**config.mk**
```make
export PLATFORM = sky130hd
export DESIGN_NAME = inv_mix_columns_seq
export DESIGN_NICKNAME = d
export VERILOG_FILES = /design/src/rtl/inv_mix_columns_seq.sv
export SDC_FILE = /design/constraint.sdc
export NUM_CORES = 1
export LEC_CHECK = 0
export CORE_MARGIN = 2
export CORE_UTILIZATION = 40
export CTS_CLUSTER_DIAMETER = 150
export CTS_CLUSTER_SIZE = 40
export DETAILED_ROUTE_END_ITERATION = 7
export PLACE_DENSITY = 0.67
export SETUP_SLACK_MARGIN = 0.4
export SKIP_LAST_GASP = 1
export SLEW_MARGIN = 10
export SYNTH_ARGS = -nofsm -noshare
export SYNTH_HDL_FRONTEND = slang
export SYNTH_SLANG_ARGS = --single-unit
```
**constraint.sdc**
```tcl
create_clock -name clk -period 4.5 [get_ports clk]
set_clock_uncertainty 0.05 [all_clocks]
set_input_delay 1.125 -clock clk [delete_from_list [all_inputs] [get_ports clk]]
set_output_delay 1.125 -clock clk [all_outputs]
set_load 0.005 [all_outputs]
```
**src/rtl/inv_mix_columns_seq.sv**
```systemverilog
// inv_mix_columns_seq
//   Sequential AES InvMixColumns. A 128-bit state is latched as four 32-bit
//   columns. The columns are then transformed in place, COLS_PER_CYCLE columns
//   per clock, by the inverse MixColumns matrix {0e,0b,0d,09}. The finished
//   state is held until the downstream side takes it.
//
// Handshake: a transfer happens on a rising edge where valid && ready are both
//   high. The producer holds valid and data until that edge. ready never
//   depends on valid. Here in_ready depends only on the FSM state, and
//   out_valid and result_a* come straight from flops.
//
// Ports
//   clk                   system clock, rising edge
//   rst                   synchronous active-high reset
//   in_valid / in_ready   input handshake
//   in_a0..in_a3          input columns; [31:24] = row 0, [7:0] = row 3
//   out_valid / out_ready output handshake
//   result_a0..result_a3  output columns, same byte order; valid only in DONE
module inv_mix_columns_seq #(
  parameter int COLS_PER_CYCLE = 1
) (
  input  logic        clk,
  input  logic        rst,
  input  logic        in_valid,
  output logic        in_ready,
  input  logic [31:0] in_a0,
  input  logic [31:0] in_a1,
  input  logic [31:0] in_a2,
  input  logic [31:0] in_a3,
  output logic        out_valid,
  input  logic        out_ready,
  output logic [31:0] result_a0,
  output logic [31:0] result_a1,
  output logic [31:0] result_a2,
  output logic [31:0] result_a3
);

  generate
    if (!(COLS_PER_CYCLE == 1 || COLS_PER_CYCLE == 2 || COLS_PER_CYCLE == 4)) begin : g_bad_cols
      $error("inv_mix_columns_seq: COLS_PER_CYCLE must be 1, 2 or 4");
    end
  endgenerate

  localparam logic [1:0] S_IDLE = 2'd0;
  localparam logic [1:0] S_BUSY = 2'd1;
  localparam logic [1:0] S_DONE = 2'd2;

  // For COLS_PER_CYCLE=4 the step truncates to 0. With one group per state
  // the index never moves off column 0.
  localparam logic [1:0] COL_STEP = 2'(COLS_PER_CYCLE);
  // This is the first column of the final group. Once it has been processed,
  // every column is done.
  localparam logic [1:0] LAST_IDX = 2'(4 - COLS_PER_CYCLE);

  logic [1:0]  state_q, state_d;
  logic [1:0]  col_idx_q, col_idx_d;
  logic [31:0] cols_q [4];
  logic [31:0] cols_d [4];

  // GF(2^8) doubling modulo x^8+x^4+x^3+x+1.
  function automatic logic [7:0] xtime(input logic [7:0] x);
    return {x[6:0], 1'b0} ^ (x[7] ? 8'h1B : 8'h00);
  endfunction

  // Applies the inverse MixColumns matrix to one column. Row 0 is in the top
  // byte. The x9, xb, xd and xe products are built from a shared
  // x2/x4/x8 doubling chain.
  function automatic logic [31:0] inv_col(input logic [31:0] c);
    logic [7:0] s  [4];
    logic [7:0] m9 [4];
    logic [7:0] mb [4];
    logic [7:0] md [4];
    logic [7:0] me [4];
    logic [7:0] x2, x4, x8;
    for (int i = 0; i < 4; i++) begin
      s[i]  = c[31 - 8*i -: 8];
      x2    = xtime(s[i]);
      x4    = xtime(x2);
      x8    = xtime(x4);
      m9[i] = x8 ^ s[i];
      mb[i] = x8 ^ x2 ^ s[i];
      md[i] = x8 ^ x4 ^ s[i];
      me[i] = x8 ^ x4 ^ x2;
    end
    return {me[0] ^ mb[1] ^ md[2] ^ m9[3],
            m9[0] ^ me[1] ^ mb[2] ^ md[3],
            md[0] ^ m9[1] ^ me[2] ^ mb[3],
            mb[0] ^ md[1] ^ m9[2] ^ me[3]};
  endfunction

  always_comb begin
    state_d   = state_q;
    col_idx_d = col_idx_q;
    cols_d    = cols_q;
    case (state_q)
      S_IDLE: begin
        if (in_valid) begin
          cols_d    = '{in_a0, in_a1, in_a2, in_a3};
          col_idx_d = 2'd0;
          state_d   = S_BUSY;
        end
      end
      S_BUSY: begin
        // The index sum is 2 bits wide, so it wraps modulo 4.
        for (int g = 0; g < COLS_PER_CYCLE; g++) begin
          cols_d[col_idx_q + 2'(g)] = inv_col(cols_q[col_idx_q + 2'(g)]);
        end
        col_idx_d = col_idx_q + COL_STEP;
        if (col_idx_q == LAST_IDX) begin
          state_d = S_DONE;
        end
      end
      S_DONE: begin
        if (out_ready) begin
          state_d = S_IDLE;
        end
      end
      default: state_d = S_IDLE;
    endcase
  end

  always_ff @(posedge clk) begin
    if (rst) begin
      state_q   <= S_IDLE;
      col_idx_q <= 2'd0;
      cols_q    <= '{default: '0};
    end else begin
      state_q   <= state_d;
      col_idx_q <= col_idx_d;
      cols_q    <= cols_d;
    end
  end

  assign in_ready  = (state_q == S_IDLE);
  assign out_valid = (state_q == S_DONE);
  assign result_a0 = cols_q[0];
  assign result_a1 = cols_q[1];
  assign result_a2 = cols_q[2];
  assign result_a3 = cols_q[3];

endmodule

```
==> impl_metrics.prom, run 1 <==
# TYPE chip_impl_metric gauge
chip_impl_info{name="run_status",value="finished clean"} 1
chip_impl_metric{name="reg2regPathDepth",unit=""} 8
chip_impl_metric{name="grt_max_degree",unit=""} 79
chip_impl_metric{name="ys_seq_area_share",unit="%"} 31.3
chip_impl_metric{name="post-dp-hpwl",unit="mm"} 24.7
chip_impl_metric{name="placement.setup.worst_slack",unit="ps"} 830
chip_impl_metric{name="design.core.area",unit="um^2"} 20900
chip_impl_metric{name="synth.net_count",unit=""} 1020
chip_impl_metric{name="max-clock-path-buffers",unit=""} 2
chip_impl_info{name="synth_top_cells_by_count",value="dfxtp_1 (132), nor2_1 (116), xnor2_1 (110)"} 1
chip_impl_metric{name="hold_viol",unit=""} 0
chip_impl_metric{name="irDropWorstVdd",unit="V"} 0.000587
chip_impl_metric{name="detail_route.wl_per_cell",unit="um"} 24.7
chip_impl_metric{name="first_iter_violations",unit=""} 828
chip_impl_metric{name="globalRouteOverflowTotal",unit=""} 0
chip_impl_metric{name="synthesis.yosys.warnings",unit=""} 0
chip_impl_info{name="synthMostInstantiatedCell",value="dfxtp_1"} 1
chip_impl_info{name="synth_largest_area_cell",value="dfxtp_1"} 1
chip_impl_metric{name="clock_latency",unit="ps"} 430
chip_impl_metric{name="antenna_violating_nets_left",unit=""} 0
chip_impl_metric{name="antenna_found_initial",unit=""} 0
chip_impl_metric{name="layout-area-overhead-vs-synth",unit="%"} 40.5
chip_impl_info{name="setup.worst_path.class",value="flip-flop to flip-flop"} 1
chip_impl_metric{name="worst-endpoint-arrival",unit="ps"} 3960
chip_impl_metric{name="timing.final.setup_violations",unit=""} 0
chip_impl_metric{name="cts_sinks",unit=""} 132
chip_impl_metric{name="ys_types",unit=""} 40
chip_impl_metric{name="fp.dieH",unit="um"} 149
chip_impl_metric{name="fin_tns_setup",unit="ps"} 0
chip_impl_metric{name="drt-vias-per-instance",unit=""} 6.04
chip_impl_metric{name="drt_wl_total",unit="mm"} 34.4
chip_impl_metric{name="critical_path_required_time",unit="ps"} 4720
chip_impl_metric{name="timing_worst_slew_pin_value",unit="ps"} 1320
chip_impl_metric{name="yosys.area.top_type_share",unit="%"} 31.3
chip_impl_metric{name="setup_ws",unit="ps"} 765
chip_impl_metric{name="grt_pass1_vias",unit=""} 8445
chip_impl_metric{name="floorplan.rows",unit=""} 53
chip_impl_metric{name="cts_htree_levels",unit=""} 4
chip_impl_metric{name="cts_buffers",unit=""} 17
chip_impl_metric{name="cts.reportedPaths.clkPinSlew",unit="ps"} 60
chip_impl_metric{name="io_buffers",unit=""} 261
chip_impl_metric{name="layout-drive-gt1-share",unit="%"} 10.0
chip_impl_metric{name="total_leakage_power",unit="nW"} 4.39
chip_impl_metric{name="grt_first_pass_wirelength",unit="mm"} 50.9
chip_impl_metric{name="cp_max_fo",unit=""} 20
chip_impl_info{name="setup_crit_end",value="result_a0[20]"} 1
chip_impl_info{name="clock_tree.root_cell",value="clkbuf_16"} 1
chip_impl_info{name="synth_area_leaders",value="dfxtp_1 (31%), xnor2_1 (11%), mux4_2 (8.5%)"} 1
chip_impl_metric{name="cap_violations",unit=""} 0
chip_impl_metric{name="fmax",unit="GHz"} 0.268
chip_impl_metric{name="top_level_ports",unit=""} 262
chip_impl_metric{name="period_needed",unit="ps"} 3740
chip_impl_metric{name="timing.slew.headroom",unit="%"} 11.9
chip_impl_metric{name="timing_max_transition_violations_final",unit=""} 0
chip_impl_info{name="cts_tree",value="yes"} 1
chip_impl_metric{name="syn-mean-instance-area",unit="um^2"} 9.56
chip_impl_info{name="worstHoldPathType",value="flip-flop to flip-flop"} 1
chip_impl_info{name="reg2reg_to",value="result_a0[20]"} 1
chip_impl_metric{name="cts.hold.buffers_added",unit=""} 0
chip_impl_metric{name="finalHoldWorstSlack",unit="ps"} 441
chip_impl_info{name="timing.critical_path.from",value="col_idx_q[1]"} 1
chip_impl_metric{name="number_of_vias_after_detailed_routing",unit=""} 8416
chip_impl_metric{name="period_share",unit="%"} 83.0
chip_impl_metric{name="grtUsageTotal",unit="%"} 30.6
chip_impl_info{name="unrepaired_setup_endpoints_after_global_routing",value="no"} 1
chip_impl_metric{name="syn-cell-area",unit="um^2"} 8450
chip_impl_metric{name="antenna-diode-count",unit=""} 0
chip_impl_metric{name="async_set_or_reset_flop_fraction_in_the_synthesized_netlist",unit="%"} 0
chip_impl_info{name="synth_top_flop_cell",value="dfxtp_1"} 1
chip_impl_metric{name="gpl.final_weighted_congestion",unit=""} 0.992
chip_impl_metric{name="design.final.nets",unit=""} 1241
chip_impl_metric{name="postCtsSetupRepairBufs",unit=""} 0
chip_impl_metric{name="fp.dieArea",unit="um^2"} 22300
chip_impl_metric{name="reg2reg_setup_slack",unit="ps"} 760
chip_impl_metric{name="initial_utilization",unit="%"} 40.5
chip_impl_metric{name="postSynthRegisterBits",unit=""} 132
chip_impl_metric{name="drt_first_pass_iters",unit=""} 5
chip_impl_info{name="setup_crit_end_kind",value="flip-flop"} 1
chip_impl_metric{name="floorplan.die.width",unit="um"} 149
chip_impl_metric{name="post_synth_edffs",unit=""} 0
chip_impl_metric{name="drc",unit=""} 0
chip_impl_metric{name="count_of_instances_resized_after_the_clock_tree_is_built",unit=""} 0
chip_impl_info{name="rr_startpoint",value="col_idx_q[1]"} 1
chip_impl_info{name="crit_path_start_kind",value="flip-flop"} 1
chip_impl_metric{name="pwr_density_cell",unit="nW/um^2"} 819
chip_impl_metric{name="postSynthCellCount",unit=""} 884
[worst max-delay path, cell delays in order, from the launching register on]
cell	delay (ps)
dfxtp_2	690
buf_4	330
mux4_2	480
xnor2_4	400
xnor2_1	290
xnor3_2	590
xnor2_1	180
xnor2_1	380
o22ai_1	160
[layout make-up]
type | count | area, um^2
multi-input cells | 669 | 5470
well taps | 275 | 344
repair buffers | 283 | 2800
inverters | 2 | 7.51
clock buffers | 18 | 439
fillers | 1820 | 9010
flip-flops and latches | 132 | 2650
clock inverters | 14 | 174
[stage by stage]
stage	util (%)	power (mW)	instance area, um^2	cells
2_1_floorplan	-	6.15	8450	884
3_3_place_gp	53.9	8.11	11300	1361
6_report	56.9	9.73	11900	1393
4_1_cts	56.9	9.62	11900	1393
3_5_place_dp	53.9	8.11	11300	1361
5_1_grt	56.9	10.1	11900	1393
[cell families (layout without fill, tap and decap cells)]
family | count (synthesis) | in the layout | share of synthesized area (%)
buffers and inverters | 83 | 317 | 4.38
muxes | 32 | 32 | 8.53
and+or+nand+nor | 240 | 240 | 12.7
adders and majority gates | 4 | 4 | 0.592
AOI/OAI and AO/OA | 208 | 208 | 17.0
DFF | 132 | 132 | 31.3
xor gates and xnor gates | 185 | 185 | 25.5
[layer usage]
layer / GRT usage (%) / routed length [um] / up-vias / share of wire [%]
met2: 48.9 / 16500 / 532 / 48
met5: 0 / 0 / - / 0
met3: 8.13 / 3450 / 90 / 10
met4: 12.0 / 1170 / 0 / 3.4
met1: 39.4 / 13300 / 4111 / 39
li1: - / - / 3683 / -
[placed cells by master (no fill, tap or decap), types with 4 or more instances in the layout]
master and instances:
clkdlybuf4s50_1 260, dfxtp_1 130, nor2_1 116, xnor2_1 110
nor3_1 81, a221oi_1 80, o21ai_0 46, a21oi_1 37
xor2_1 33, mux4_2 32, xnor3_1 23, buf_4 21
clkbuf_16 17, nand2_1 14, and3_1 12, o22ai_1 12
a211oi_1 9, a2bb2oi_1 8, xnor2_2 7, nand2b_1 6
a21o_1 4, and2_1 4, ha_1 4, clkinvlp_4 4
inv_6 4
[registers in the layout, summed over array words and instances, names as in the netlist]
signal,cells
result_a0,32
result_a1,32
result_a2,32
result_a3,32
col_idx_q,2
state_q,2
[power breakdown]
group          internal [mW]  leakage, nW  switching [mW]  total (mW)
logic                   2.99         3.01            3.79        6.78
registers               1.33         1.09           0.157        1.49
clock network          0.891        0.290           0.571        1.46
total                   5.21         4.39            4.52        9.73
[worst min-delay path by stage]
| stage | start | to | slack (ps) | depth (start not counted) |
|---|---|---|---|---|
| 2_1_floorplan | result_a2[11] | result_a2[11] | 430 | 2 |
| 3_3_place_gp | result_a0[11] | result_a0[11] | 430 | 2 |
| 3_5_place_dp | result_a0[11] | result_a0[11] | 430 | 2 |
| 4_1_cts | result_a0[11] | result_a0[11] | 440 | 2 |
| 5_1_grt | result_a0[11] | result_a0[11] | 480 | 2 |
| 6_report | result_a0[11] | result_a0[11] | 440 | 2 |
Power figures use the tool's default switching activity.
==> inputs of run 2 (changes only) <==
==> constraint.sdc (replaced) <==
create_clock -name clk -period 3.7 [get_ports clk]
set_clock_uncertainty 0.05 [all_clocks]
set_input_delay 0.925 -clock clk [delete_from_list [all_inputs] [get_ports clk]]
set_output_delay 0.925 -clock clk [all_outputs]
set_load 0.005 [all_outputs]
==> impl_metrics.prom, run 2 (synthesis results as in run 1) <==
# TYPE chip_impl_metric gauge
chip_impl_metric{name="first_iter_violations",unit=""} 833
chip_impl_metric{name="place_inst",unit=""} 1376
chip_impl_metric{name="post-dp-hpwl",unit="mm"} 25.1
chip_impl_metric{name="floorplan.rows",unit=""} 53
chip_impl_metric{name="antenna_found_initial",unit=""} 0
chip_impl_metric{name="antenna-diode-count",unit=""} 0
chip_impl_info{name="run_status",value="finished clean"} 1
chip_impl_metric{name="drc",unit=""} 0
chip_impl_metric{name="drt-vias-per-instance",unit=""} 5.92
chip_impl_metric{name="fp.dieH",unit="um"} 149
chip_impl_metric{name="timing.slew.headroom",unit="%"} 48.2
chip_impl_metric{name="fmax",unit="GHz"} 0.307
chip_impl_metric{name="cts_buffers",unit=""} 17
chip_impl_metric{name="pwr_density_cell",unit="nW/um^2"} 1050
chip_impl_metric{name="design.final.nets",unit=""} 1274
chip_impl_metric{name="finalHoldWorstSlack",unit="ps"} 452
chip_impl_info{name="mostFrequentLayoutCells",value="clkdlybuf4s50_1 (260), dfxtp_1 (130), nor2_1 (116), xnor2_1 (96), nor3_1 (81)"} 1
chip_impl_info{name="setup.worst_path.class",value="flip-flop to flip-flop"} 1
chip_impl_metric{name="grtUsageTotal",unit="%"} 30.7
chip_impl_metric{name="grt_pass1_vias",unit=""} 8423
chip_impl_metric{name="cap_violations",unit=""} 0
chip_impl_metric{name="grt_max_degree",unit=""} 64
chip_impl_metric{name="design.core.area",unit="um^2"} 20900
chip_impl_info{name="crit_path_start_kind",value="flip-flop"} 1
chip_impl_metric{name="cts_sinks",unit=""} 132
chip_impl_info{name="unrepaired_setup_endpoints_after_global_routing",value="yes"} 1
chip_impl_metric{name="cts.reportedPaths.clkPinSlew",unit="ps"} 60
chip_impl_info{name="setup_crit_end_kind",value="flip-flop"} 1
chip_impl_metric{name="detail_route.wl_per_cell",unit="um"} 24.5
chip_impl_info{name="cts_tree",value="yes"} 1
chip_impl_metric{name="timing_max_transition_violations_final",unit=""} 0
chip_impl_info{name="worstHoldPathType",value="flip-flop to flip-flop"} 1
chip_impl_metric{name="floorplan.die.width",unit="um"} 149
chip_impl_metric{name="top_level_ports",unit=""} 262
chip_impl_metric{name="number_of_vias_after_detailed_routing",unit=""} 8449
chip_impl_metric{name="antenna_violating_nets_left",unit=""} 0
chip_impl_metric{name="post-layout-total-power",unit="mW"} 13.1
chip_impl_metric{name="period_share",unit="%"} 88.1
chip_impl_metric{name="fin_tns_setup",unit="ps"} 0
chip_impl_metric{name="critical_path_required_time",unit="ps"} 3940
chip_impl_metric{name="initial_utilization",unit="%"} 40.5
chip_impl_metric{name="hold_viol",unit=""} 0
chip_impl_info{name="clock_tree.root_cell",value="clkbuf_16"} 1
chip_impl_metric{name="layout-drive-gt1-share",unit="%"} 15.1
chip_impl_metric{name="layout-area-overhead-vs-synth",unit="%"} 47.1
chip_impl_metric{name="cp_max_fo",unit=""} 6
chip_impl_metric{name="worst-endpoint-arrival",unit="ps"} 3500
chip_impl_metric{name="grt_first_pass_wirelength",unit="mm"} 51.1
chip_impl_metric{name="drt_first_pass_iters",unit=""} 6
chip_impl_metric{name="fp.dieArea",unit="um^2"} 22300
chip_impl_metric{name="timing_worst_slew_pin_value",unit="ps"} 777
chip_impl_metric{name="clock_latency",unit="ps"} 430
chip_impl_metric{name="max-clock-path-buffers",unit=""} 2
chip_impl_metric{name="irDropWorstVdd",unit="V"} 0.000939
chip_impl_metric{name="drt_wl_total",unit="mm"} 34.9
chip_impl_metric{name="globalRouteOverflowTotal",unit=""} 0
chip_impl_info{name="final_common_cell",value="clkdlybuf4s50_1"} 1
chip_impl_metric{name="io_buffers",unit=""} 261
chip_impl_metric{name="period_needed",unit="ps"} 3260
chip_impl_metric{name="cts_htree_levels",unit=""} 4
chip_impl_metric{name="gpl.final_weighted_congestion",unit=""} 0.926
chip_impl_metric{name="total_leakage_power",unit="nW"} 4.67
chip_impl_metric{name="final_cell_count_no_fill",unit=""} 1426
chip_impl_metric{name="timing.final.setup_violations",unit=""} 0
run 2: changes by cell type in the layout (fill, tap and decap cells not counted), moves of 3 or more:
cell     change
xnor2_1     -14
xor2_1       -9
xor2_4       +3
buf_4       +27
xor2_2       +6
buf_12       +6
xnor3_2      +5
xnor3_1      -5
xnor2_2     +13
run 2: area by class of cell:
class	count	area (um^2)
repair buffers	316	3120
well taps	275	344
flip-flops and latches	132	2650
clock buffers	18	439
inverters	2	7.51
multi-input cells	669	5700
clock inverters	14	176
fillers	1738	8450
run 2: power by group:
part / switching (mW) / internal [mW] / total (mW)
clock: 0.726 / 1.09 / 1.81
sequential: 0.193 / 1.62 / 1.81
combinational: 5.08 / 4.42 / 9.50
total: 5.99 / 7.13 / 13.1
run 2: per-stage QoR:
stage	setup slack, ps	utilization [%]	area [um^2]
after global routing	329	59.5	12400
after detailed placement	137	54.8	11400
after global placement	175	54.8	11400
final	442	59.5	12400
after floorplan	503	-	8450
after CTS	401	58.4	12200
run 2: metal layers:
| layer | GRT usage [%] | up-vias | share of wire [%] |
|---|---|---|---|
| met1 | 40.7 | 4100 | 40 |
| met2 | 50.0 | 539 | 49 |
| met3 | 6.57 | 67 | 9.3 |
| met5 | 0 | - | 0 |
| met4 | 9.81 | 0 | 2.1 |
| li1 | - | 3743 | - |
run 2: repair_timing:
action,in CTS,in global routing
hold buffers,0,0
pin swaps,6,8
gates cloned,0,0
gates resized for setup,12,22
setup endpoints to repair,66,67
buffers inserted,9,9
run 2: worst max-delay path: stages (launching register included):
cell	delay, ps
dfxtp_4	430
buf_4	170
mux4_2	660
xor2_4	260
xnor2_1	370
xnor2_1	260
xnor3_1	550
a221oi_1	290
nor3_1	80
run 2: final timing paths:
path                            cells after the start          start            end  slack, ps
worst max-delay path                                8   col_idx_q[0]  result_a3[11]        440
worst min-delay path                                2  result_a2[11]  result_a2[11]        450
worst max register to register                      8   col_idx_q[0]  result_a3[11]        440
worst min register to register                      2  result_a2[11]  result_a2[11]        450
